===== src/rtl/caslock_pkg.sv =====
// Shared types, sizes and the checksum fold for the CAS-Lock key loader.
package caslock_pkg;

  localparam int CASLOCK_KEY_W    = 64;
  localparam int CASLOCK_CHK_W    = 8;
  localparam int CASLOCK_MAX_FAIL = 3;

  typedef enum logic [2:0] {
    ST_IDLE     = 3'd0,
    ST_LOAD_KEY = 3'd1,
    ST_LOAD_CHK = 3'd2,
    ST_VERIFY   = 3'd3,
    ST_ARMED    = 3'd4,
    ST_ERROR    = 3'd5,
    ST_LOCKOUT  = 3'd6
  } caslock_ld_st_e;

  // XOR of every CHK_W-bit slice of the key.
  function automatic logic [CASLOCK_CHK_W-1:0] chk_fold(input logic [CASLOCK_KEY_W-1:0] key);
    logic [CASLOCK_CHK_W-1:0] acc;
    acc = '0;
    for (int i = 0; i < CASLOCK_KEY_W / CASLOCK_CHK_W; i++) begin
      acc = acc ^ key[i*CASLOCK_CHK_W +: CASLOCK_CHK_W];
    end
    return acc;
  endfunction

endpackage


===== src/rtl/caslock_key_sipo.sv =====
// Serial-in/parallel-out shift register (MSB first) with bit counter.
// last_o flags the final free slot so the FSM can leave on the filling handshake.
module caslock_key_sipo #(
  parameter int W = 8
) (
  input  logic         clk_i,
  input  logic         rst_ni,
  input  logic         clr_i,
  input  logic         en_i,
  input  logic         bit_i,
  output logic [W-1:0] data_o,
  output logic         last_o,
  output logic         done_o
);

  localparam int CW = $clog2(W + 1);

  logic [W-1:0]  data_q, data_d;
  logic [CW-1:0] cnt_q, cnt_d;

  assign data_o = data_q;
  assign last_o = (cnt_q == CW'(W - 1));
  assign done_o = (cnt_q == CW'(W));

  always_comb begin
    data_d = data_q;
    cnt_d  = cnt_q;
    if (clr_i) begin
      data_d = '0;
      cnt_d  = '0;
    end else if (en_i && !done_o) begin
      data_d = {data_q[W-2:0], bit_i};
      cnt_d  = cnt_q + CW'(1);
    end else begin
      data_d = data_q;
      cnt_d  = cnt_q;
    end
  end

  always_ff @(posedge clk_i or negedge rst_ni) begin
    if (!rst_ni) begin
      data_q <= '0;
      cnt_q  <= '0;
    end else begin
      data_q <= data_d;
      cnt_q  <= cnt_d;
    end
  end

endmodule


===== src/rtl/caslock_key_loader.sv =====
// CAS-Lock key loader: serial key + fold checksum, verify, then drive keyinput.
// Optional CASLOCK_KEY_ZEROIZE_EN adds key_zeroize_i to wipe the key outside LOCKOUT.
module caslock_key_loader
  import caslock_pkg::*;
#(
  parameter int KEY_W    = CASLOCK_KEY_W,
  parameter int CHK_W    = CASLOCK_CHK_W,
  parameter int MAX_FAIL = CASLOCK_MAX_FAIL
) (
  input  logic             clk_i,
  input  logic             rst_ni,
  input  logic             load_start_i,
  input  logic             ser_valid_i,
  input  logic             ser_data_i,
`ifdef CASLOCK_KEY_ZEROIZE_EN
  input  logic             key_zeroize_i,
`endif
  output logic             ser_ready_o,
  output logic [KEY_W-1:0] keyinput_o,
  output logic             key_valid_o,
  output logic             load_err_o,
  output logic             lockout_o,
  output logic [1:0]       fail_cnt_o
);

  caslock_ld_st_e   st_q, st_d;
  logic [KEY_W-1:0] key_q, key_d;
  logic             kv_q, kv_d, err_q, err_d, lock_q, lock_d;
  logic [1:0]       fail_q, fail_d;
  logic             clr_s, hs_s, zeroize_s;
  logic [KEY_W-1:0] shadow_s;
  logic [CHK_W-1:0] chk_s;
  logic             key_last_s, key_done_s, chk_last_s, chk_done_s, match_s;
  logic [1:0]       fail_inc_s;

`ifdef CASLOCK_KEY_ZEROIZE_EN
  assign zeroize_s = key_zeroize_i && (st_q != ST_LOCKOUT);
`else
  assign zeroize_s = 1'b0;
`endif

  assign ser_ready_o = (st_q == ST_LOAD_KEY) || (st_q == ST_LOAD_CHK);
  assign hs_s        = ser_valid_i && ser_ready_o;
  assign match_s     = key_done_s && chk_done_s && (chk_fold(shadow_s) == chk_s);
  assign fail_inc_s  = fail_q + 2'd1;

  caslock_key_sipo #(.W(KEY_W)) u_key_sipo (
    .clk_i (clk_i), .rst_ni (rst_ni), .clr_i (clr_s),
    .en_i  (hs_s && (st_q == ST_LOAD_KEY)), .bit_i (ser_data_i),
    .data_o(shadow_s), .last_o (key_last_s), .done_o (key_done_s)
  );

  caslock_key_sipo #(.W(CHK_W)) u_chk_sipo (
    .clk_i (clk_i), .rst_ni (rst_ni), .clr_i (clr_s),
    .en_i  (hs_s && (st_q == ST_LOAD_CHK)), .bit_i (ser_data_i),
    .data_o(chk_s), .last_o (chk_last_s), .done_o (chk_done_s)
  );

  // Restart (load_start) always wins over a coincident serial bit via clr_s.
  always_comb begin
    st_d   = st_q;
    key_d  = key_q;
    kv_d   = kv_q;
    err_d  = err_q;
    lock_d = lock_q;
    fail_d = fail_q;
    clr_s  = 1'b0;
    if (zeroize_s) begin
      st_d  = ST_IDLE;
      key_d = '0;
      kv_d  = 1'b0;
      clr_s = 1'b1;
    end else begin
      case (st_q)
        ST_IDLE, ST_ERROR, ST_ARMED: begin
          if (load_start_i) begin
            st_d  = ST_LOAD_KEY;
            key_d = '0;
            kv_d  = 1'b0;
            err_d = 1'b0;
            clr_s = 1'b1;
          end else begin
            st_d = st_q;
          end
        end
        ST_LOAD_KEY: begin
          if (load_start_i) begin
            clr_s = 1'b1;
          end else if (hs_s && key_last_s) begin
            st_d = ST_LOAD_CHK;
          end else begin
            st_d = ST_LOAD_KEY;
          end
        end
        ST_LOAD_CHK: begin
          if (load_start_i) begin
            st_d  = ST_LOAD_KEY;
            clr_s = 1'b1;
          end else if (hs_s && chk_last_s) begin
            st_d = ST_VERIFY;
          end else begin
            st_d = ST_LOAD_CHK;
          end
        end
        ST_VERIFY: begin
          if (match_s) begin
            st_d  = ST_ARMED;
            key_d = shadow_s;
            kv_d  = 1'b1;
          end else begin
            fail_d = fail_inc_s;
            err_d  = 1'b1;
            if (fail_inc_s == 2'(MAX_FAIL)) begin
              st_d   = ST_LOCKOUT;
              lock_d = 1'b1;
            end else begin
              st_d = ST_ERROR;
            end
          end
        end
        ST_LOCKOUT: begin
          st_d   = ST_LOCKOUT;
          key_d  = '0;
          kv_d   = 1'b0;
          lock_d = 1'b1;
        end
        default: begin
          st_d  = ST_IDLE;
          key_d = '0;
          kv_d  = 1'b0;
        end
      endcase
    end
  end

  always_ff @(posedge clk_i or negedge rst_ni) begin
    if (!rst_ni) begin
      st_q   <= ST_IDLE;
      key_q  <= '0;
      kv_q   <= 1'b0;
      err_q  <= 1'b0;
      lock_q <= 1'b0;
      fail_q <= 2'd0;
    end else begin
      st_q   <= st_d;
      key_q  <= key_d;
      kv_q   <= kv_d;
      err_q  <= err_d;
      lock_q <= lock_d;
      fail_q <= fail_d;
    end
  end

  assign keyinput_o  = key_q;
  assign key_valid_o = kv_q;
  assign load_err_o  = err_q;
  assign lockout_o   = lock_q;
  assign fail_cnt_o  = fail_q;

endmodule


===== config.mk =====
export PLATFORM = sky130hd
export DESIGN_NAME = caslock_key_loader
export DESIGN_NICKNAME = d
export VERILOG_FILES = /design/src/rtl/caslock_pkg.sv /design/src/rtl/caslock_key_sipo.sv /design/src/rtl/caslock_key_loader.sv
export SDC_FILE = /design/constraint.sdc
export NUM_CORES = 1
export LEC_CHECK = 0
export ABC_AREA = 1
export CORE_MARGIN = 2
export CORE_UTILIZATION = 45
export CTS_BUF_LIST = sky130_fd_sc_hd__clkbuf_8
export DETAILED_ROUTE_END_ITERATION = 6
export HOLD_SLACK_MARGIN = 0.08
export PLACE_DENSITY_LB_ADDON = 0.12
export SLEW_MARGIN = 30
export SYNTH_ARGS = -nofsm -noshare
export SYNTH_HDL_FRONTEND = slang
export SYNTH_SLANG_ARGS = --single-unit
export TNS_END_PERCENT = 50

===== constraint.sdc =====
create_clock -name clk_i -period 2.75 [get_ports clk_i]
set_input_delay 0.275 -clock clk_i [delete_from_list [all_inputs] [get_ports clk_i]]
set_output_delay 0.275 -clock clk_i [all_outputs]
set_load 0.03 [all_outputs]

==> results of run 1 <==
power groups by stage:
stage | registers [mW] | clock network, mW | logic [mW]
after global placement | 2.36 | 0 | 0.839
after CTS | 2.31 | 1.88 | 0.842
after detailed placement | 2.36 | 0 | 0.837
after global routing | 2.31 | 1.97 | 0.906
after floorplan | 2.36 | 0 | 0.702
final | 2.31 | 1.83 | 0.826
state kept, by name (all words and copies together) (netlist names), 2 cells and up:
name	flops
fail_cnt_o	2
keyinput_o	64
st_q	3
u_chk_sipo.cnt_q	4
u_chk_sipo.data_o	8
u_key_sipo.cnt_q	7
u_key_sipo.data_o	64
final cells by class:
class	instances	area share (%)
clock buffers	17	2.63
clock inverters	15	2.06
inverters	93	3.93
multi-input cells	588	34.2
flip-flops and latches	155	43.7
well taps	220	3.10
repair buffers	90	10.4
placed cells by master (no fill, tap or decap), drive strengths merged:
cell / Yosys / final
nand2: 269 / 269
o22ai: 6 / 6
or2: 1 / 1
xnor2: 18 / 18
o31ai: 20 / 20
a21oi: 9 / 9
clkinvlp: 0 / 3
nand3: 83 / 83
clkinv: 0 / 4
clkdlybuf4s50: 0 / 73
clkbuf: 24 / 17
nand4: 2 / 2
nand3b: 3 / 3
dlygate4sd3: 0 / 1
nor3b: 1 / 1
nor3: 12 / 12
nand2b: 2 / 2
o21ai: 121 / 121
buf: 17 / 16
and2: 1 / 1
bufinv: 0 / 4
xor2: 12 / 12
and3: 2 / 2
dfrtp: 155 / 155
ha: 5 / 5
inv: 93 / 97
nor2: 21 / 21
cells by family after synthesis:
group,after synthesis,share of synthesized area (%)
DFF,155,51.6
xor gates and xnor gates,30,3.50
AOI/OAI and AO/OA,156,13.9
and+or+nand+nor,397,22.2
buffers and inverters,134,8.01
adders and majority gates,5,0.833
final timing paths:
check	startpoint	end	slack, ns
worst max-delay path	u_key_sipo.cnt_q[0]	keyinput_o[36]	0.41
worst min-delay path	rst_ni	keyinput_o[35]	0.38
worst max register to register	u_key_sipo.cnt_q[0]	keyinput_o[36]	0.41
worst min register to register	lockout_o	lockout_o	0.48
max in group asynchronous	rst_ni	fail_cnt_o[0]	1.62
min in group clk_i	lockout_o	lockout_o	0.48
worst max-delay path: cells and delay by family (launching register included):
family / cells / cell delay (ns)
simple gates: 8 / 1.09
buf+inv: 2 / 0.35
compound gates: 2 / 0.18
flops: 1 / 0.39
fa+ha+maj: 1 / 0.17
per-layer routing:
| metal | vias up | GRT usage (%) | wire length (um) |
|---|---|---|---|
| li1 | 2965 | - | - |
| met1 | 2745 | 28.9 | 8310 |
| met2 | 118 | 33.2 | 8170 |
| met3 | 30 | 4.60 | 643 |
| met4 | 0 | 6.97 | 362 |
| met5 | - | 0 | 0 |
==> impl_metrics.sql, run 1 <==
INSERT INTO impl_metrics (metric_group, metric, value, unit) VALUES
('synthesis', 'synthArstFlopShare', '100', '%'),
('timing', 'setup_viol', '0', ''),
('cts', 'insertion_delay_of_the_later_clocked_pin_in_the_worst_skew_pair', '0.47', 'ns'),
('critical_path', 'crit_arrival', '2.69', 'ns'),
('synthesis', 'synthTopCellsByArea', 'sky130_fd_sc_hd__dfrtp_1 (52%), sky130_fd_sc_hd__nand2_1 (13%), sky130_fd_sc_hd__o21ai_2 (6.3%), sky130_fd_sc_hd__nand3_1 (5.5%), sky130_fd_sc_hd__inv_1 (4.6%)', ''),
('global_route', 'maximum_number_of_pins_on_one_net_before_global_route_repair', '68', ''),
('final_layout', 'finish.utilization', '53.9', '%'),
('floorplan', 'vertical_die_dimension', '133', 'um'),
('pwr', 'power.leakage', '3.99', 'nW'),
('placement', 'dp.cells', '1145', ''),
('timing', 'timing.hold.ws', '0.383', 'ns'),
('final_layout', 'antenna_cells', '0', ''),
('floorplan', 'num_rows', '47', ''),
('cts', 'tritoncts.num_buffers', '17', ''),
('cts', 'cts_hold_buffers', '1', ''),
('global_route', 'globalRouteOverflowTotal', '0', ''),
('placement', 'globalplace.congestion', '0.804', ''),
('run_status', 'status', 'finished clean', ''),
('final_layout', 'layout-area-overhead-vs-synth', '18.2', '%'),
('synthesis', 'number_of_enable_flip_flop_cells_after_synthesis', '0', ''),
('routing', 'detail_route.drc_violations', '0', ''),
('critical_path', 'cp_slowest_stage_delay', '0.39', 'ns'),
('critical_path', 'critical_path_required', '3.09', 'ns'),
('timing', 'timing.clock.skew', '0.0106', 'ns'),
('synthesis', 'syn-mean-instance-area', '8.57', 'um^2'),
('cts', 'cts_buffer_depth', '2', ''),
('routing', 'drtPass1Iterations', '5', ''),
('synthesis', 'synthMostInstantiatedCell', 'sky130_fd_sc_hd__nand2_1', ''),
('final_layout', 'fillCellCount', '1563', ''),
('synthesis', 'yosys-top-cells-count', 'sky130_fd_sc_hd__nand2_1 (267), sky130_fd_sc_hd__dfrtp_1 (155), sky130_fd_sc_hd__inv_1 (92)', ''),
('synthesis', 'synth_top_cell_area_share', '51.6', '%'),
('timing', 'timing.final.crit_period', '2.34', 'ns'),
('floorplan', 'die_area', '17700', 'um^2'),
('cts', 'cts.root.buffer_cell', 'sky130_fd_sc_hd__clkbuf_8', ''),
('global_route', 'grt_antenna_before_repair', '0', ''),
('timing', 'grt_setup_unrepaired', 'false', ''),
('synthesis', 'synth.ff_latch_count', '155', ''),
('timing', 'tightest_slew', '0.706', 'ns'),
('routing', 'drt-initial-drc-count', '380', ''),
('floorplan', 'boundaryPins', '75', ''),
('cts', 'max_h_tree_level', '4', ''),
('timing', 'final_max_slew_viol_count', '0', ''),
('final_layout', 'multi_input_area', '3040', 'um^2'),
('pwr', 'power.switching_fraction', '30.9', '%'),
('routing', 'detail-route-antenna-nets', '0', ''),
('timing', 'timing.final.hold_violations', '0', ''),
('routing', 'wl', '17500', 'um'),
('critical_path', 'critical_path.slowest_cell', 'sky130_fd_sc_hd__dfrtp_1', ''),
('placement', 'placed_cell_area', '8460', 'um^2'),
('timing', 'max_freq', '0.427', 'GHz'),
('pwr', 'internal-power', '3.44', 'mW'),
('placement', 'dp.final_hpwl', '11700', 'um'),
('global_route', 'first_pass_grt_wire_length', '29300', 'um'),
('routing', 'wl_per_cell', '14.8', 'um'),
('critical_path', 'critical_path_endpoint_category', 'flip-flop', ''),
('global_route', 'grt_pass1_vias', '5759', ''),
('pwr', 'p_clk_share', '36.9', '%'),
('final_layout', 'final_area', '8880', 'um^2'),
('timing', 'fin_crit_share', '85.2', '%'),
('floorplan', 'core_box_area', '16500', 'um^2'),
('pwr', 'peakVddDrop', '429', 'uV'),
('floorplan', 'floorplan.initialDensity', '45.6', '%'),
('synthesis', 'syn_area', '7510', 'um^2'),
('timing', 'slew_headroom', '52.9', '%'),
('routing', 'vias', '5858', ''),
('pwr', 'power.switching', '1.54', 'mW'),
('synthesis', 'synth.lib_cells_used.distinct', '30', ''),
('hold_path', 'holdCritPathClass', 'input port to asynchronous set/reset pin', ''),
('final_layout', 'instances_no_fill', '1178', ''),
('pwr', 'share_of_power_burned_in_combinational_logic', '16.6', '%'),
('critical_path', 'crit_path_max_fanout', '66', '');
Note: power is estimated with default switching activity, not from simulation.
==> run 2: changes to the inputs <==
--- a/config.mk
+++ b/config.mk
@@ -6,7 +6,7 @@
 export NUM_CORES = 1
 export LEC_CHECK = 0
 export ABC_AREA = 1
-export CORE_MARGIN = 2
+export CORE_MARGIN = 1.5
 export CORE_UTILIZATION = 45
 export CTS_BUF_LIST = sky130_fd_sc_hd__clkbuf_8
 export DETAILED_ROUTE_END_ITERATION = 6
==> run 2 against run 1 <==
  * Routed wire length is 1.3% lower
  * Global-route usage is 0.23 points higher
  * Largest cell class unchanged
  * Setup slack hardly changed
  * Critical path depth is 8 lower
  * Sequential power hardly changed
  * Critical path type is now flip-flop to output pin
  * Highest routed layer unchanged
  * Critical endpoint is now ser_ready_o
  * Largest power group unchanged
  * Clock skew hardly changed
==> impl_metrics.sql, run 2 (synthesis gave the netlist of run 1 again) <==
INSERT INTO impl_metrics (metric_group, metric, value, unit) VALUES
('critical_path', 'cp_slowest_stage_delay', '0.70', 'ns'),
('timing', 'timing.final.hold_violations', '0', ''),
('floorplan', 'boundaryPins', '75', ''),
('flow_run', 'max-cap-violations', '0', ''),
('critical_path', 'critical_path_required', '2.48', 'ns'),
('routing', 'detail_route.drc_violations', '0', ''),
('pwr', 'power.leakage', '3.97', 'nW'),
('hold_path', 'holdCritPathClass', 'input port to asynchronous set/reset pin', ''),
('placement', 'dp.final_hpwl', '11700', 'um'),
('critical_path', 'ff2ff_setup_slack', '0.43', 'ns'),
('final_layout', 'post_route_cells_drive_above_1_share', '11.3', '%'),
('routing', 'wl', '17300', 'um'),
('global_route', 'first_pass_grt_wire_length', '29200', 'um'),
('cts', 'clkSinkCount', '155', ''),
('floorplan', 'floorplan.initialDensity', '45.6', '%'),
('timing', 'final_max_slew_viol_count', '0', ''),
('timing', 'timing.hold.ws', '0.278', 'ns'),
('routing', 'wl_per_cell', '14.7', 'um'),
('critical_path', 'critical_path.startpoint', 'st_q[0]', ''),
('critical_path', 'crit_arrival', '2.07', 'ns'),
('cts', 'cts_buffer_depth', '2', ''),
('placement', 'globalplace.congestion', '0.820', ''),
('floorplan', 'vertical_die_dimension', '132', 'um'),
('timing', 'timing.clock.skew', '0.0109', 'ns'),
('run_status', 'status', 'finished clean', ''),
('timing', 'setup_ws', '0.407', 'ns'),
('floorplan', 'die_area', '17500', 'um^2'),
('global_route', 'grt_pass1_vias', '5718', ''),
('timing', 'max_freq', '0.427', 'GHz'),
('final_layout', 'fillCellCount', '1566', ''),
('global_route', 'maximum_number_of_pins_on_one_net_before_global_route_repair', '75', ''),
('final_layout', 'finish.net_count', '954', ''),
('critical_path', 'crit_path_max_fanout', '4', ''),
('routing', 'vias', '5878', ''),
('global_route', 'grtUsageTotal', '21.2', '%'),
('timing', 'totalNegativeSetupSlack', '0', 'ns'),
('final_layout', 'final_common_cell', 'sky130_fd_sc_hd__nand2_1', ''),
('final_layout', 'antenna_cells', '0', ''),
('critical_path', 'regToRegEndpoint', 'keyinput_o[36]', ''),
('routing', 'drtPass1Iterations', '5', ''),
('critical_path', 'r2r_start', 'u_key_sipo.cnt_q[0]', ''),
('cts', 'cts.root.buffer_cell', 'sky130_fd_sc_hd__clkbuf_8', ''),
('critical_path', 'cell_type_with_the_highest_occurrence_count_on_the_critical_path', 'sky130_fd_sc_hd__nand2_1', ''),
('cts', 'tritoncts', 'yes', ''),
('final_layout', 'instances_no_fill', '1177', ''),
('floorplan', 'core_box_area', '16500', 'um^2'),
('floorplan', 'num_rows', '47', ''),
('cts', 'tritoncts.num_buffers', '17', ''),
('critical_path', 'critical_path_endpoint_category', 'output pin', ''),
('global_route', 'grt_antenna_before_repair', '0', ''),
('cts', 'insertion_delay_of_the_later_clocked_pin_in_the_worst_skew_pair', '0.47', 'ns'),
('timing', 'timing.final.crit_period', '2.34', 'ns'),
('critical_path', 'critPathLaunchType', 'flip-flop', ''),
('pwr', 'power_density', '550', 'nW/um^2'),
('global_route', 'globalRouteOverflowTotal', '0', ''),
('cts', 'postCtsSetupRepairBufs', '0', ''),
('critical_path', 'critical_path.slowest_cell', 'sky130_fd_sc_hd__clkdlybuf4s50_1', ''),
('placement', 'pre_cts_setup_slack', '0.319', 'ns'),
('final_layout', 'layout-area-overhead-vs-synth', '17.8', '%'),
('timing', 'tightest_slew', '0.667', 'ns'),
('critical_path', 'timing.critical_path.cells', 'inv_1 > nor2_1 > nand2_1 > nand2_1 > clkdlybuf4s50_1', ''),
('cts', 'worst_setup_hold_path_clk_slew', '0.09', 'ns'),
('timing', 'grt_setup_unrepaired', 'false', ''),
('placement', 'dp.cells', '1144', ''),
('pwr', 'peakVddDrop', '283', 'uV'),
('routing', 'detail-route-antenna-nets', '0', ''),
('timing', 'setup_viol', '0', ''),
('critical_path', 'crit_type', 'flip-flop to output pin', ''),
('final_layout', 'layout.cells.most_common_list', 'sky130_fd_sc_hd__nand2_1 (267), sky130_fd_sc_hd__dfrtp_1 (155), sky130_fd_sc_hd__inv_1 (91)', ''),
('timing', 'slew_headroom', '55.6', '%'),
('critical_path', 'rr_worst_depth', '13', ''),
('timing', 'fin_crit_share', '85.2', '%'),
('cts', 'max_h_tree_level', '4', ''),
('routing', 'vias_per_cell', '4.99', ''),
('floorplan', 'fp.dieW', '132', 'um'),
('routing', 'drt-initial-drc-count', '344', ''),
('placement', 'port_buffers', '74', '');
## run 2: cell type report
type / instances / area, um^2 / area share [%]
clock buffers: 19 / 262 / 2.95
repair buffers: 89 / 911 / 10.3
well taps: 220 / 275 / 3.11
clock inverters: 13 / 140 / 1.58
multi-input cells: 588 / 3040 / 34.3
flip-flops and latches: 155 / 3880 / 43.8
inverters: 93 / 349 / 3.94
## run 2: timing repair
action / 4_1_cts / 5_1_grt
hold buffers: 1 / 0
endpoints found under the hold margin: 40 / 0
endpoints found under the setup margin: 0 / 1
resized for setup: 0 / 1
## run 2: stage by stage
step	area (um^2)	power, mW	util [%]
after detailed placement	8440	3.16	51.2
final	8850	4.86	53.8
after floorplan	7510	3.06	-
after global placement	8440	3.16	51.2
after global routing	8850	5.10	53.8
after CTS	8850	4.92	53.7
## run 2: worst max-delay path: cells and delay by family, from the launching register on
family	cells	cell delay (ns)
flip-flops	1	0.37
AND/OR/NAND/NOR	3	0.45
buffers and inverters	2	0.77
## run 2: layer usage
layer,global-route usage [%],wire [um],vias to the layer above
met3,4.73,685,27
met1,28.3,8090,2764
met2,34.0,8090,121
met4,8.12,403,0
met5,0,0,-
li1,-,-,2966
## run 2: report_power, final
part           leakage [nW]  switching (mW)  total [mW]  internal [mW]
sequential             2.16          0.0156        2.31           2.30
combinational          1.61           0.653       0.806          0.153
clock                 0.207           0.889        1.75          0.859
## run 2: worst max-delay path by stage
stage / slack, ns / to / cells past startpoint
floorplan: 0.81 / keyinput_o[10] / 14
global placement: 0.35 / keyinput_o[36] / 13
detailed placement: 0.32 / keyinput_o[59] / 10
CTS: 0.30 / keyinput_o[36] / 13
global route: 0.11 / keyinput_o[62] / 13
finish: 0.41 / ser_ready_o / 5
==> run 3: changes to the inputs <==
--- a/config.mk
+++ b/config.mk
@@ -6,8 +6,11 @@
 export NUM_CORES = 1
 export LEC_CHECK = 0
 export ABC_AREA = 1
+export CELL_PAD_IN_SITES_DETAIL_PLACEMENT = 1
+export CELL_PAD_IN_SITES_GLOBAL_PLACEMENT = 2
+export CORE_ASPECT_RATIO = 1.4
 export CORE_MARGIN = 1.5
-export CORE_UTILIZATION = 45
+export CORE_UTILIZATION = 36
 export CTS_BUF_LIST = sky130_fd_sc_hd__clkbuf_8
 export DETAILED_ROUTE_END_ITERATION = 6
 export HOLD_SLACK_MARGIN = 0.08
==> run 3 against run 2 <==
  * Via count increased by 4.3%
  * Global-route usage fell by 1.3 points
  * Critical path depth is 8 higher
  * Non-clock buffer count is 1 higher
  * Cell area grew 1.3%
  * First-iteration DRC count fell by 16%
  * Sequential power is essentially flat
  * Largest power group unchanged
  * Highest routed layer unchanged
==> impl_metrics.sql, run 3 (synthesis gave the netlist of run 1 again) <==
INSERT INTO impl_metrics (metric_group, metric, value, unit) VALUES
('pwr', 'peakVddDrop', '610', 'uV'),
('timing', 'totalNegativeSetupSlack', '0', 'ns'),
('timing', 'final_max_slew_viol_count', '0', ''),
('cts', 'tritoncts', 'yes', ''),
('routing', 'detail-route-antenna-nets', '0', ''),
('cts', 'clkSinkCount', '155', ''),
('timing', 'grt_setup_unrepaired', 'false', ''),
('critical_path', 'crit_type', 'flip-flop to flip-flop', ''),
('routing', 'vias', '6128', ''),
('timing', 'timing.final.crit_period', '2.37', 'ns'),
('timing', 'max_freq', '0.422', 'GHz'),
('cts', 'worst_setup_hold_path_clk_slew', '0.09', 'ns'),
('critical_path', 'r2r_start', 'u_key_sipo.cnt_q[0]', ''),
('routing', 'routed-wl-met2', '10700', 'um'),
('global_route', 'grt_antenna_before_repair', '0', ''),
('routing', 'drtPass1Iterations', '4', ''),
('run_status', 'status', 'finished clean', ''),
('critical_path', 'rr_worst_depth', '13', ''),
('cts', 'cts.root.buffer_cell', 'sky130_fd_sc_hd__clkbuf_8', ''),
('critical_path', 'regToRegEndpoint', 'keyinput_o[13]', ''),
('global_route', 'grt_pass1_vias', '6504', ''),
('timing', 'fin_crit_share', '86.3', '%'),
('timing', 'slew_headroom', '53.6', '%'),
('placement', 'globalplace.congestion', '0.774', ''),
('floorplan', 'num_rows', '62', ''),
('routing', 'route.layer.met1.wl', '9180', 'um'),
('critical_path', 'cp_slowest_stage_delay', '0.39', 'ns'),
('floorplan', 'vertical_die_dimension', '174', 'um'),
('final_layout', 'final_area', '8960', 'um^2'),
('cts', 'postCtsSetupRepairBufs', '0', ''),
('routing', 'vias_per_cell', '5.05', ''),
('final_layout', 'layout-area-overhead-vs-synth', '19.3', '%'),
('final_layout', 'final_common_cell', 'sky130_fd_sc_hd__nand2_1', ''),
('placement', 'dp.final_hpwl', '14600', 'um'),
('final_layout', 'layout.cells.most_common_list', 'sky130_fd_sc_hd__nand2_1 (267), sky130_fd_sc_hd__dfrtp_1 (155), sky130_fd_sc_hd__inv_1 (91)', ''),
('global_route', 'globalRouteOverflowTotal', '0', ''),
('global_route', 'grtUsageTotal', '19.9', '%'),
('final_layout', 'fillCellCount', '2434', ''),
('cts', 'insertion_delay_of_the_later_clocked_pin_in_the_worst_skew_pair', '0.47', 'ns'),
('routing', 'route.top_layer_used', 'met4', ''),
('pwr', 'power_density', '578', 'nW/um^2'),
('routing', 'drt-initial-drc-count', '288', ''),
('critical_path', 'critical_path.slowest_cell', 'sky130_fd_sc_hd__dfrtp_1', ''),
('timing', 'timing.clock.skew', '0.0131', 'ns'),
('critical_path', 'crit_arrival', '2.71', 'ns'),
('floorplan', 'floorplan.initialDensity', '36.7', '%'),
('hold_path', 'holdCritPathClass', 'input port to asynchronous set/reset pin', ''),
('timing', 'tightest_slew', '0.696', 'ns'),
('final_layout', 'multi_input_area', '3040', 'um^2'),
('floorplan', 'boundaryPins', '75', ''),
('timing', 'setup_viol', '0', ''),
('pwr', 'power.leakage', '4.00', 'nW'),
('floorplan', 'die_area', '21800', 'um^2'),
('timing', 'timing.final.hold_violations', '0', ''),
('global_route', 'maximum_number_of_pins_on_one_net_before_global_route_repair', '69', ''),
('floorplan', 'core_box_area', '20500', 'um^2'),
('critical_path', 'critical_path_endpoint_category', 'flip-flop', ''),
('cts', 'max_h_tree_level', '4', ''),
('routing', 'wl', '20700', 'um'),
('placement', 'placed_cell_area', '8480', 'um^2'),
('flow_run', 'max-cap-violations', '0', ''),
('critical_path', 'critical_path_required', '3.08', 'ns'),
('cts', 'tritoncts.num_buffers', '17', ''),
('final_layout', 'antenna_cells', '0', ''),
('final_layout', 'post_route_cells_drive_above_1_share', '11.4', '%'),
('critical_path', 'ff2ff_setup_slack', '0.38', 'ns'),
('placement', 'port_buffers', '74', ''),
('cts', 'cts_buffer_depth', '2', ''),
('critical_path', 'timing.critical_path.cells', 'inv_1 > ha_1 > nand4_1 > or2_1 > a21oi_1 > nand2_1 > nor2_1 > nand3_2 > nand2_4 > nand2_4 > buf_6 > nand2_1 > o21ai_2', ''),
('final_layout', 'sequential_area', '3880', 'um^2'),
('routing', 'wl_per_cell', '17.1', 'um'),
('global_route', 'first_pass_grt_wire_length', '34400', 'um'),
('floorplan', 'fp.dieW', '125', 'um'),
('critical_path', 'critPathLaunchType', 'flip-flop', ''),
('routing', 'met3_routed_length', '463', 'um'),
('critical_path', 'crit_path_max_fanout', '61', ''),
('routing', 'detail_route.drc_violations', '0', ''),
('final_layout', 'finish.net_count', '955', '');
-- run 3: changes by cell type in the layout (fill, tap and decap cells not counted) --
| cell | delta |
|---|---|
| sky130_fd_sc_hd__buf_12 | -1 |
| sky130_fd_sc_hd__buf_4 | +2 |
| sky130_fd_sc_hd__bufinv_16 | +3 |
| sky130_fd_sc_hd__clkinv_2 | -3 |
| sky130_fd_sc_hd__clkinv_4 | -1 |
| sky130_fd_sc_hd__clkinvlp_4 | +2 |
| sky130_fd_sc_hd__inv_6 | -1 |
-- run 3: area by class of cell --
cell class,instances,share of cell area (%)
clock buffer,19,2.92
timing repair buffer,90,10.1
multi-input combinational,588,33.9
sequential,155,43.3
tap,256,3.57
clock inverter,13,2.37
inverter,93,3.89
-- run 3: report_power, final --
part           internal [mW]  switching, mW  total [mW]
clock network           1.14          0.906        2.04
logic                  0.152          0.673       0.824
registers               2.30         0.0159        2.31
-- run 3: critical path: cells and delay by family (launching register included) --
family / cells / cell delay [ns]
buf+inv: 2 / 0.36
simple gates: 8 / 1.10
fa+ha+maj: 1 / 0.17
compound gates: 2 / 0.18
flops: 1 / 0.39
-- run 3: stage by stage --
step,power [mW],setup WS (ns),utilization (%),instances,hold WS [ns]
after floorplan,3.06,0.806,-,877,-0.0206
after global placement,3.17,0.358,41.4,1181,0.285
after detailed placement,3.18,0.267,41.4,1181,0.288
after CTS,5.25,0.246,43.8,1214,0.341
after global routing,5.41,0.112,43.8,1214,0.391
final,5.18,0.378,43.8,1214,0.350
-- run 3: what timing repair did --
item,CTS,global route
hold buffers,1,0
gates resized for setup,0,1
hold endpoints to repair,55,0
setup endpoints to repair,0,6
-- run 3: how the worst max path moves through the flow --
stage                        startpoint        endpoint  slack (ns)  cells past startpoint
floorplan           u_key_sipo.cnt_q[0]  keyinput_o[10]        0.81                     14
global route        u_key_sipo.cnt_q[0]  keyinput_o[59]        0.11                     13
global placement    u_key_sipo.cnt_q[0]  keyinput_o[12]        0.36                     13
detailed placement  u_key_sipo.cnt_q[0]  keyinput_o[58]        0.27                     13
finish              u_key_sipo.cnt_q[0]  keyinput_o[13]        0.38                     13
CTS                 u_key_sipo.cnt_q[0]  keyinput_o[58]        0.25                     13
-- run 3: routing by layer --
metal | vias to the layer above | global-route usage [%]
met5 | - | 0
met4 | 0 | 6.53
met3 | 22 | 3.35
met2 | 93 | 35.2
met1 | 3053 | 24.5
li1 | 2960 | -
